==> src/rtl/button_array.sv <==
// button_array: debounced push-button bank with short-press, long-press and
// auto-repeat event pulses. One shared tick prescaler serves every channel.
//
// Event outputs (press, long, repeat_pulse) are registered single-clock
// pulses; a consumer samples them on any rising clock edge. There is no
// backpressure: a pulse is never held waiting for a consumer.
//
// The auto-repeat output is named repeat_pulse because "repeat" is a
// reserved word in SystemVerilog.
module button_array #(
  parameter int CHANNELS       = 4,
  parameter int ACTIVE_LOW     = 1,
  parameter int TICK_DIV       = 14,
  parameter int DEBOUNCE_TICKS = 3,
  parameter int LONG_TICKS     = 64,
  parameter int REPEAT_TICKS   = 16,
  parameter int CNT_W          = 8
) (
  input  logic                  clock,
  input  logic                  reset,
  input  logic [CHANNELS-1:0]   in,
  input  logic [CHANNELS-1:0]   repeat_en,
  output logic [CHANNELS-1:0]   pressed,
  output logic [CHANNELS-1:0]   press,
  output logic [CHANNELS-1:0]   long,
  output logic [CHANNELS-1:0]   repeat_pulse,
  output logic [2*CHANNELS-1:0] state_dbg
);

  // Raw level of a released button, loaded into the synchronisers on reset.
  localparam logic [CHANNELS-1:0] REST_LEVEL =
    (ACTIVE_LOW != 0) ? {CHANNELS{1'b1}} : {CHANNELS{1'b0}};

  localparam logic [CNT_W-1:0] DEB_LAST  = CNT_W'(DEBOUNCE_TICKS - 1);
  localparam logic [CNT_W-1:0] LONG_LAST = CNT_W'(LONG_TICKS - 1);
  localparam logic [CNT_W-1:0] REP_LAST  = CNT_W'(REPEAT_TICKS - 1);

  typedef enum logic [1:0] {
    IDLE = 2'd0,
    HELD = 2'd1,
    LONG = 2'd2
  } state_t;

  logic [CHANNELS-1:0] sync1;
  logic [CHANNELS-1:0] sync2;
  logic [CHANNELS-1:0] level;
  logic [TICK_DIV-1:0] presc;
  logic                tick;

  logic [CNT_W-1:0] db_cnt [CHANNELS];

  state_t           state_q [CHANNELS];
  state_t           state_d [CHANNELS];
  logic [CNT_W-1:0] hold_q  [CHANNELS];
  logic [CNT_W-1:0] hold_d  [CHANNELS];
  logic [CNT_W-1:0] rcnt_q  [CHANNELS];
  logic [CNT_W-1:0] rcnt_d  [CHANNELS];
  logic [CHANNELS-1:0] press_d;
  logic [CHANNELS-1:0] long_d;
  logic [CHANNELS-1:0] rep_d;

  // Two-flop synchroniser for the asynchronous button inputs.
  always_ff @(posedge clock or posedge reset) begin
    if (reset) begin
      sync1 <= REST_LEVEL;
      sync2 <= REST_LEVEL;
    end else begin
      sync1 <= in;
      sync2 <= sync1;
    end
  end

  // Normalise so that 1 always means "button held down".
  assign level = (ACTIVE_LOW != 0) ? ~sync2 : sync2;

  // Free-running prescaler; tick marks the all-ones count.
  always_ff @(posedge clock or posedge reset) begin
    if (reset) begin
      presc <= '0;
    end else begin
      presc <= presc + 1'b1;
    end
  end

  assign tick = &presc;

  // Debounce: a differing level must survive DEBOUNCE_TICKS ticks in a row;
  // any matching sample restarts the count.
  always_ff @(posedge clock or posedge reset) begin
    if (reset) begin
      pressed <= '0;
      for (int i = 0; i < CHANNELS; i++) begin
        db_cnt[i] <= '0;
      end
    end else begin
      for (int i = 0; i < CHANNELS; i++) begin
        if (level[i] == pressed[i]) begin
          db_cnt[i] <= '0;
        end else if (tick) begin
          if (db_cnt[i] == DEB_LAST) begin
            pressed[i] <= ~pressed[i];
            db_cnt[i]  <= '0;
          end else begin
            db_cnt[i] <= db_cnt[i] + 1'b1;
          end
        end
      end
    end
  end

  // Event FSM next-state and pulse decode; release always takes priority
  // over a threshold tick in the same cycle.
  always_comb begin
    press_d = '0;
    long_d  = '0;
    rep_d   = '0;
    for (int i = 0; i < CHANNELS; i++) begin
      state_d[i] = state_q[i];
      hold_d[i]  = hold_q[i];
      rcnt_d[i]  = rcnt_q[i];
      case (state_q[i])
        IDLE: begin
          if (pressed[i]) begin
            state_d[i] = HELD;
            hold_d[i]  = '0;
          end
        end
        HELD: begin
          if (!pressed[i]) begin
            press_d[i] = 1'b1;
            state_d[i] = IDLE;
          end else if (tick) begin
            if (hold_q[i] == LONG_LAST) begin
              long_d[i]  = 1'b1;
              state_d[i] = LONG;
              rcnt_d[i]  = '0;
            end else begin
              hold_d[i] = hold_q[i] + 1'b1;
            end
          end
        end
        LONG: begin
          if (!pressed[i]) begin
            state_d[i] = IDLE;
          end else if (tick) begin
            if (rcnt_q[i] == REP_LAST) begin
              rcnt_d[i] = '0;
              rep_d[i]  = repeat_en[i];
            end else begin
              rcnt_d[i] = rcnt_q[i] + 1'b1;
            end
          end
        end
        default: begin
          state_d[i] = IDLE;
        end
      endcase
    end
  end

  // Event FSM state, counters and registered output pulses.
  always_ff @(posedge clock or posedge reset) begin
    if (reset) begin
      press        <= '0;
      long         <= '0;
      repeat_pulse <= '0;
      for (int i = 0; i < CHANNELS; i++) begin
        state_q[i] <= IDLE;
        hold_q[i]  <= '0;
        rcnt_q[i]  <= '0;
      end
    end else begin
      press        <= press_d;
      long         <= long_d;
      repeat_pulse <= rep_d;
      for (int i = 0; i < CHANNELS; i++) begin
        state_q[i] <= state_d[i];
        hold_q[i]  <= hold_d[i];
        rcnt_q[i]  <= rcnt_d[i];
      end
    end
  end

  // Flatten per-channel FSM state for observation.
  always_comb begin
    state_dbg = '0;
    for (int i = 0; i < CHANNELS; i++) begin
      state_dbg[2*i +: 2] = state_q[i];
    end
  end

endmodule

==> config.mk <==
export PLATFORM = sky130hd
export DESIGN_NAME = button_array
export DESIGN_NICKNAME = d
export VERILOG_FILES = /design/src/rtl/button_array.sv
export SDC_FILE = /design/constraint.sdc
export NUM_CORES = 1
export LEC_CHECK = 0
export CAP_MARGIN = 5
export CORE_ASPECT_RATIO = 0.75
export CORE_UTILIZATION = 40
export CTS_BUF_LIST = sky130_fd_sc_hd__clkbuf_4 sky130_fd_sc_hd__clkbuf_8
export DETAILED_ROUTE_END_ITERATION = 12
export GPL_ROUTABILITY_DRIVEN = 0
export HOLD_SLACK_MARGIN = 0.1
export MAX_ROUTING_LAYER = met4
export PLACE_DENSITY_LB_ADDON = 0.25
export SLEW_MARGIN = 5
export SYNTH_ARGS = -nofsm -noshare
export SYNTH_HDL_FRONTEND = slang
export SYNTH_SLANG_ARGS = --single-unit
==> constraint.sdc <==
create_clock -name clock -period 6.8 [get_ports clock]
set_input_delay 0.68 -clock clock [delete_from_list [all_inputs] [get_ports clock]]
set_output_delay 0.68 -clock clock [all_outputs]
set_load 0.03 [all_outputs]
## Word level (Yosys, flattened, before mapping)

Index checks and enable logic that the tools add are counted.
Widths: inputs -> output; s select.

| cells by class | value |
|---|---|
| equal/unequal tests | 64 |
| add/sub/neg operators | 13 |
| reduce and logical (&&, ||, !) cells | 33 |
| muxes and demuxes | 124 |
| bitwise logic cells | 9 |

Operators with widths:

| operator | number |
|---|---|
| $mux 8 | 52 |
| $pmux 8 s2 | 8 |
| $add 8x1->8 const B | 12 |
| $ne 2x2->1 const B | 32 |
| $reduce_and 16->1 | 4 |
| $mux 1 | 40 |
| $mux 2 | 20 |
| $eq 8x2->1 const B | 4 |
| $eq 8x4->1 const B | 4 |
| $eq 8x6->1 const B | 4 |
| $ne 3x3->1 const B | 8 |
| $pmux 2 s3 | 4 |
| $reduce_and 6->1 | 4 |
| $reduce_bool 2->1 | 12 |
| $reduce_and 5->1 | 4 |
| $reduce_and 4->1 | 4 |
| $add 14x1->14 const B | 1 |
| $reduce_and 14->1 | 1 |
| $eq 2x1->1 const B | 4 |
| $eq 2x2->1 const B | 4 |
| $logic_not 2->1 | 4 |
| $not 1->1 | 8 |
| $eq 1x1->1 | 4 |
| $not 4->4 | 1 |

| word-level totals | value |
|---|---|
| flip-flop bits (word level) | 142 |
| bits of input ports | 10 |

## Depth between registers and ports, before layout

Gate-level depths: netlist (run 1).

| logic depth | value |
|---|---|
| depth in word-level cells | 5 |
| gate-level depth with buffers | 9 |
| gate-level depth less buffers | 7 |

## Least setup slack after synthesis (run 1)

No wires, ideal clock.

| timing path | value |
|---|---|
| path type | register -> register |
| start point | register presc[0] |
| end point | register hold_q[7] (netlist bit) |
| path slack | 4,573 ps |
| period minus slack after synthesis | 2,227 ps |
| data arrival time | 2,106 ps |
| library setup time | 121 ps |
| stages on the path, launching flop included | 8 |
| cell sequence | dfrtp_1 -> ha_1 -> nand4_1 -> or4_1 -> buf_2 -> or3_1 -> mux2_1 -> a22o_1 |

| on the way | value |
|---|---|
| word-level cells in the longest chain between the ends | 3 |

Ends and longest elaborated chain:

| what | line | text |
|---|---|---|
| from (decl) | 47 | `logic [TICK_DIV-1:0] presc;` |
| from (signal assigned) | 81 | `presc <= presc + 1'b1;` |
| $reduce_and 14->1 | 85 | `assign tick = &presc;` |
| $ne 2x2->1 (no line) | -- |  |
| $reduce_and 5->1 (no line) | -- |  |
| to (signal, indexed assignment) | 178 | `hold_q[i] <= hold_d[i];` |
| to (decl) | 54 | `logic [CNT_W-1:0] hold_q [CHANNELS];` |

Every way passes these cells.
A chain may end at the register's enable or synchronous reset.

## Worst setup path in the final report (run 1)

| timing path | value |
|---|---|
| start point | register presc[0] |
| end point | register rcnt_q[30] (netlist bit) |

| on the way | value |
|---|---|
| word-level cells in the longest chain between the ends | 3 |
| elaborated cells between the ends (all ways) | 4 |
| classes of those cells | 2 x eq/ne; 2 x reduce/logical |

Ends and longest elaborated chain:

| what | line | text |
|---|---|---|
| $reduce_and 14->1 (*) | 85 |  |
| $ne 2x2->1 (no line) | -- |  |
| $reduce_and 6->1 (no line) (*) | -- |  |
| to (signal, indexed assignment) | 179 | `rcnt_q[i] <= rcnt_d[i];` |
| to (decl) | 56 | `logic [CNT_W-1:0] rcnt_q [CHANNELS];` |

Mark *: on every way between the ends. The rest lies on a longest branch, timed or not.

==> metrics.csv, run 1 <==
stage,metric,value,unit
setup_path,start_kind,flip-flop,
setup_path,crit_fanout,36,
cells_and_area,instances_no_fill,1020,
yosys,yosysTopAreaCellShare,47.1,%
placed_design,hpwl,9760,µm
cells_and_area,drive_gt1_share,7.40,%
yosys,synth_most_common_cell,dfrtp_1,
placed_design,place_area,7670,µm²
cells_and_area,areaGrowthSynthToFinish,13.5,%
sta,skew,0.0133,ns
floorplan,core.rowCount,41,
sta,max_freq,351,MHz
hold_path,hp-class,flip-flop to flip-flop,
cells_and_area,antenna_cells,0,
sta,slew_headroom,32.6,%
setup_path,rr_endpoint,rcnt_q[30]$_DFFE_PP0P_,
setup_path,crit_required,7.16,ns
clocking,htreeDepth,4,
global_route,track_usage,17.6,%
yosys,ys_seq_area_share,50.0,%
setup_path,crit_arrival,3.22,ns
floorplan,die_w,156,µm
run,max_cap_violations,0,
placed_design,place_inst,988,
setup_path,reg2reg_from,presc[0]$_DFF_PP0_,
floorplan,die_area,18400,µm²
status,outcome,finished clean,
setup_path,crit_path_start,presc[0]$_DFF_PP0_,
floorplan,num_io_pins,34,
global_route,grt_start_max_net_pins,87,
floorplan,coreArea,17100,µm²
setup_path,rr_worst_depth,7,
setup_path,critPathCaptureType,flip-flop,
detailed_routing,avgRoutedWirePerCell,14.6,µm
clocking,clk_pin_slew,0.08,ns
power_and_ir_drop,power.leakage,0.00349,µW
clocking,cts_tree,done,
sta,rsz0062_at_grt,no,
global_route,gr-total-overflow,0,
hold_path,hp-start,sync1[3]$_DFF_PP1_,
hold_path,hold_path_end,sync2[3]$_DFF_PP1_,
detailed_routing,viasPerCell,5.63,
yosys,muxShareOfSynthArea,0.896,%
floorplan,start_util,41.6,%
yosys,synth_cell_types,59,
global_route,antenna_found_initial,0,
yosys,synth_area,7120,µm²
sta,report.final.slew_viol_count,0,
clocking,cts_buffer_depth,2,
sta,fin_crit,2.85,ns
placed_design,numPortBuffers,33,
yosys,synthXorXnorAreaFrac,3.57,%
clocking,clock_tree.root_cell,clkbuf_8,
clocking,clk-insertion-delay-late,0.45,ns
yosys,synth_compound_area_share,16.6,%
detailed_routing,drt_iter0_drc,348,
detailed_routing,firstDrtPassIters,5,
clocking,post_cts_resized,0,
global_route,grt_pass1_vias,5414,
yosys,synthArstFlopShare,100,%
detailed_routing,routed_wirelength,14800,µm
sta,finalHoldViolCount,0,
setup_path,r2r_slack,3.95,ns
yosys,synth-main-ff-cell,dfrtp_1,
clocking,numCtsBuffers,17,
sta,finalSetupTns,0,ns
hold_path,min_path_cells,0,
power_and_ir_drop,power_density,196,nW/µm²
clocking,cts.sinks,142,
detailed_routing,drc,0,
yosys,syn_inst,744,
yosys,synth-simple-area-share,22.9,%
yosys,ys_top_cells_by_count,"134 x dfrtp_1, 66 x nand2_1, 63 x nor2_1",
clocking,holdBufCountCts,0,
sta,min_period_over_period,42.0,%
yosys,synth_area_leaders,"dfrtp_1 47%, o21ai_0 3.9%, nand2_1 3.5%",
yosys,synth_top_family_by_area,simple AND/OR/NAND/NOR gates,
yosys,synth-edff-count,0,
yosys,synth_top_cell_by_area,dfrtp_1,
floorplan,die_h,118,µm
cells_and_area,fin_nets,798,
yosys,synth-adder-area-share,2.99,%
sta,hold_ws,0.358,ns
yosys,yosys_warnings,0,
yosys,ys_seq_elements,142,
yosys,synth_nets,771,
sta,setup_viol,0,
clocking,post-cts-setup-buffer-count,0,
setup_path,worstSetupPathType,flip-flop to flip-flop,
yosys,synth.avg_cell_area,9.58,µm²
sta,tightestPinTransition,0.998,ns
global_route,grt_pass1_wl,25700,µm
detailed_routing,vias,5742,
detailed_routing,ant_nets,0,
cells_and_area,design_area,8090,µm²
power_and_ir_drop,vdd_drop_max,102,µV
placed cells by master, fill, tap and decap left out, drive strengths merged, types with 11 or more instances in the layout:
| cell type | instances |
|---|---|
| o31ai | 20 |
| clkbuf | 27 |
| and3 | 29 |
| inv | 27 |
| nand2 | 66 |
| xnor2 | 11 |
| nand2b | 13 |
| a31oi | 25 |
| o21ai | 56 |
| xor2 | 18 |
| nor2b | 14 |
| clkdlybuf4s50 | 33 |
| nor4 | 12 |
| a21oi | 33 |
| dfrtp | 134 |
| ha | 17 |
| nand4 | 19 |
| nor2 | 63 |
| nand3 | 44 |
| nor3 | 17 |
kinds of logic (layout without fill, tap and decap cells):
logic type | after synthesis | in the layout
fa+ha+maj | 17 | 17
mux | 6 | 6
flops | 142 | 142
compound gates | 185 | 185
buf+inv | 55 | 95
simple gates | 310 | 310
xor+xnor | 29 | 29
sequential cells by signal (all words and copies together), names as in the netlist:
signal / cells
repeat_pulse: 4
pressed: 4
presc: 14
press: 4
db_cnt: 32
state_dbg: 8
hold_q: 32
long: 4
rcnt_q: 32
sync1: 4
sync2: 4
metal layers:
metal | part of all wire [%] | GRT usage, % | up-vias
met2 | 45 | 25.7 | 126
met4 | 0.85 | 5.51 | 0
li1 | - | - | 2782
met3 | 4.6 | 4.16 | 11
met1 | 49 | 24.2 | 2823
met5 | 0 | - | -
area by class of cell:
cell class / count / area [µm²]
Clock buffer: 27 / 340
Clock inverter: 5 / 77.6
Fill cell: 1608 / 9050
Inverter: 27 / 106
Multi-Input combinational cell: 547 / 3350
Sequential cell: 142 / 3560
Tap cell: 236 / 295
Timing Repair Buffer: 36 / 353
through the flow:
step	setup slack [ns]	utilization, %	total power [µW]
2_1_floorplan	2.32	-	883
3_3_place_gp	4.07	44.8	896
3_5_place_dp	3.99	44.8	896
4_1_cts	3.96	47.2	1610
5_1_grt	3.67	47.2	1650
6_report	3.95	47.2	1590
worst max-delay path by stage:
stage / endpoint / slack (ns) / depth (start not counted)
floorplan: db_cnt[0]$_DFFE_PP0P_ / 2.32 / 1
global placement: hold_q[19]$_DFFE_PP0P_ / 4.07 / 7
detailed placement: hold_q[21]$_DFFE_PP0P_ / 3.99 / 6
CTS: rcnt_q[30]$_DFFE_PP0P_ / 3.96 / 7
global route: rcnt_q[9]$_DFFE_PP0P_ / 3.67 / 7
finish: rcnt_q[30]$_DFFE_PP0P_ / 3.95 / 7
worst max-delay path: stages, from the launching register on:
cell and delay, ns:
dfrtp_1 0.38, ha_1 0.24, nand4_1 0.22, or4_1 0.65, buf_4 0.33, nor4_2 0.56
a41oi_1 0.18, a31oi_1 0.19
report_power, final:
group	total [µW]	switching [µW]	leakage, µW	internal [µW]
clock	709	314	0.000217	395
sequential	850	1.40	0.00194	848
combinational	28.6	21.8	0.00133	6.72
total	1590	337	0.00349	1250
Power figures use the tool's default switching activity.
==> inputs of run 2 (changes only) <==
==> constraint.sdc (replaced) <==
create_clock -name clock -period 2.5 [get_ports clock]
set_input_delay 0.25 -clock clock [delete_from_list [all_inputs] [get_ports clock]]
set_output_delay 0.25 -clock clock [all_outputs]
set_load 0.03 [all_outputs]
==> run 2 against run 1 <==
Combinational power increased to 3.1 times the previous value; largest power group unchanged; non-clock buffer count increased by 22; critical endpoint is now hold_q[19]$_DFFE_PP0P_; critical path type unchanged; fmax increased by 23%; die area unchanged; cell count increased by 2.2%.
==> metrics.csv, run 2 (synthesis gave the netlist of run 1 again) <==
stage,metric,value,unit,change
setup_path,critPathCaptureType,flip-flop,,
detailed_routing,avgRoutedWirePerCell,14.4,µm,-0.80%
detailed_routing,viasPerCell,5.60,,-0.46%
cells_and_area,layout_commonest_cell,dfrtp_1,,
setup_path,crit_path_end,hold_q[19]$_DFFE_PP0P_,,
setup_path,start_kind,flip-flop,,
power_and_ir_drop,vdd_drop_max,368,µV,+260%
cells_and_area,design_area,8380,µm²,+3.6%
power_and_ir_drop,power_density,554,nW/µm²,+180%
status,outcome,finished clean,,
setup_path,crit_path_start,presc[0]$_DFF_PP0_,,
cells_and_area,fin_nets,820,,+2.8%
placed_design,hpwl,10200,µm,+4.2%
floorplan,num_io_pins,34,,unchanged
setup_path,crit_family,simple AND/OR/NAND/NOR gates,,
detailed_routing,firstDrtPassIters,6,,+1
floorplan,die_h,118,µm,unchanged
setup_path,worstSetupPathType,flip-flop to flip-flop,,
cells_and_area,areaGrowthSynthToFinish,17.6,%,
cells_and_area,nFillCells,1579,,-1.8%
cells_and_area,multiInputGateArea,3360,µm²,+0.19%
cells_and_area,reg_top3,"db_cnt x32, hold_q x32, rcnt_q x32",,
sta,setup_viol,0,,unchanged
floorplan,start_util,41.6,%,unchanged
placed_design,numPortBuffers,33,,unchanged
clocking,clk-insertion-delay-late,0.47,ns,+0.02 ns
run,max_cap_violations,0,,unchanged
sta,tightestPinTransition,0.700,ns,-0.298 ns
sta,report.final.slew_viol_count,0,,unchanged
detailed_routing,drc,0,,unchanged
setup_path,r2r_slack,0.17,ns,-3.77 ns
sta,finalHoldViolCount,0,,unchanged
clocking,cts_tree,done,,
clocking,clk_pin_slew,0.08,ns,about the same
sta,max_freq,430,MHz,+23%
clocking,post-cts-setup-buffer-count,0,,unchanged
clocking,cts.sinks,142,,unchanged
global_route,grt_pass1_wl,26000,µm,+1.3%
power_and_ir_drop,power.leakage,0.00364,µW,+4.5%
cells_and_area,antenna_cells,0,,unchanged
clocking,numCtsBuffers,17,,unchanged
setup_path,cp_num_cells,7,,unchanged
detailed_routing,drt_iter0_drc,421,,+21%
detailed_routing,ant_nets,0,,unchanged
setup_path,slowest_stage,or4_4,,
setup_path,crit_fanout,36,,unchanged
detailed_routing,vias,5839,,+1.7%
clocking,clock_tree.root_cell,clkbuf_8,,
floorplan,coreArea,17100,µm²,unchanged
clocking,htreeDepth,4,,unchanged
setup_path,slowest_delay,0.60,ns,-0.05 ns
sta,slew_headroom,53.0,%,+20 points
setup_path,crit_arrival,2.74,ns,-0.48 ns
setup_path,worst_path_most_repeated_cell,or4_4,,
setup_path,worstPathCellList,"ha_2, nand4_1, or4_4, buf_12, or4_4, o21bai_1, a21o_1",,
cells_and_area,final-seq-area,3560,µm²,unchanged
cells_and_area,mostFrequentLayoutCells,"134 x dfrtp_1, 66 x nand2_1, 63 x nor2_1",,
global_route,grt_start_max_net_pins,62,,-29%
sta,finalSetupTns,0,ns,unchanged
setup_path,path_buf_inv,1,,unchanged
global_route,grt_pass1_vias,5637,,+4.1%
setup_path,rr_worst_depth,7,,unchanged
floorplan,die_w,156,µm,unchanged
hold_path,hp-class,input pin to flip-flop,,
clocking,cts_buffer_depth,2,,unchanged
sta,fin_crit,2.33,ns,-0.526 ns
detailed_routing,routed_wirelength,15000,µm,+1.3%
setup_path,reg2reg_from,presc[0]$_DFF_PP0_,,
placed_design,place_area,7880,µm²,+2.8%
setup_path,rr_endpoint,hold_q[19]$_DFFE_PP0P_,,
sta,rsz0062_at_grt,no,,
global_route,track_usage,18.1,%,+0.44 points
floorplan,die_area,18400,µm²,unchanged
cells_and_area,drive_gt1_share,10.2,%,+2.8 points
setup_path,crit_required,2.91,ns,-4.25 ns
sta,skew,0.00928,ns,-0.00405 ns
global_route,antenna_found_initial,0,,unchanged
sta,min_period_over_period,93.1,%,+51 points
global_route,gr-total-overflow,0,,unchanged
floorplan,core.rowCount,41,,unchanged
-- run 2: worst min path at each step --
stage                             from  depth (start not counted)                  to
floorplan                        in[0]                          0  sync1[0]$_DFF_PP1_
global placement    sync1[3]$_DFF_PP1_                          0  sync2[3]$_DFF_PP1_
detailed placement  sync1[2]$_DFF_PP1_                          0  sync2[2]$_DFF_PP1_
CTS                              in[2]                          1  sync1[2]$_DFF_PP1_
global route                     in[2]                          1  sync1[2]$_DFF_PP1_
finish                           in[0]                          1  sync1[0]$_DFF_PP1_
-- run 2: cell type report --
type,instances,share of cell area [%]
clock inverters,12,2.54
inverters,27,1.25
flip-flops and latches,142,42.5
well taps,236,3.52
repair buffers,58,6.78
multi-input cells,547,40.1
clock buffers,20,3.29
-- run 2: metal layers --
layer	vias to the layer above	track usage, %	wire, µm
met5	-	-	0
met4	0	6.99	230
met3	21	4.68	679
met2	152	26.8	6860
met1	2834	23.7	7280
li1	2832	-	-
-- run 2: timing repair --
action,CTS,global route
hold endpoints to repair,0,0
hold buffers,0,0
gates resized for setup,0,2
setup endpoints to repair,0,10
-- run 2: metrics by stage --
step           hold WS, ns  total power, µW  utilization (%)  setup slack (ns)  cells
6_report             0.188             4640             48.9             0.173   1042
5_1_grt              0.160             4810             48.9            0.0149   1042
4_1_cts              0.162             4700             48.9            0.0922   1042
3_5_place_dp         0.349             2450             46.0             0.109   1010
3_3_place_gp         0.347             2450             46.0             0.148   1010
2_1_floorplan        0.254             2400                -             0.273    744
-- run 2: power breakdown --
part           internal [µW]  total [µW]  switching, µW
Clock                   1360        2240            881
Sequential              2310        2310           3.82
Combinational           27.6        88.6           61.0
Total                   3690        4640            946
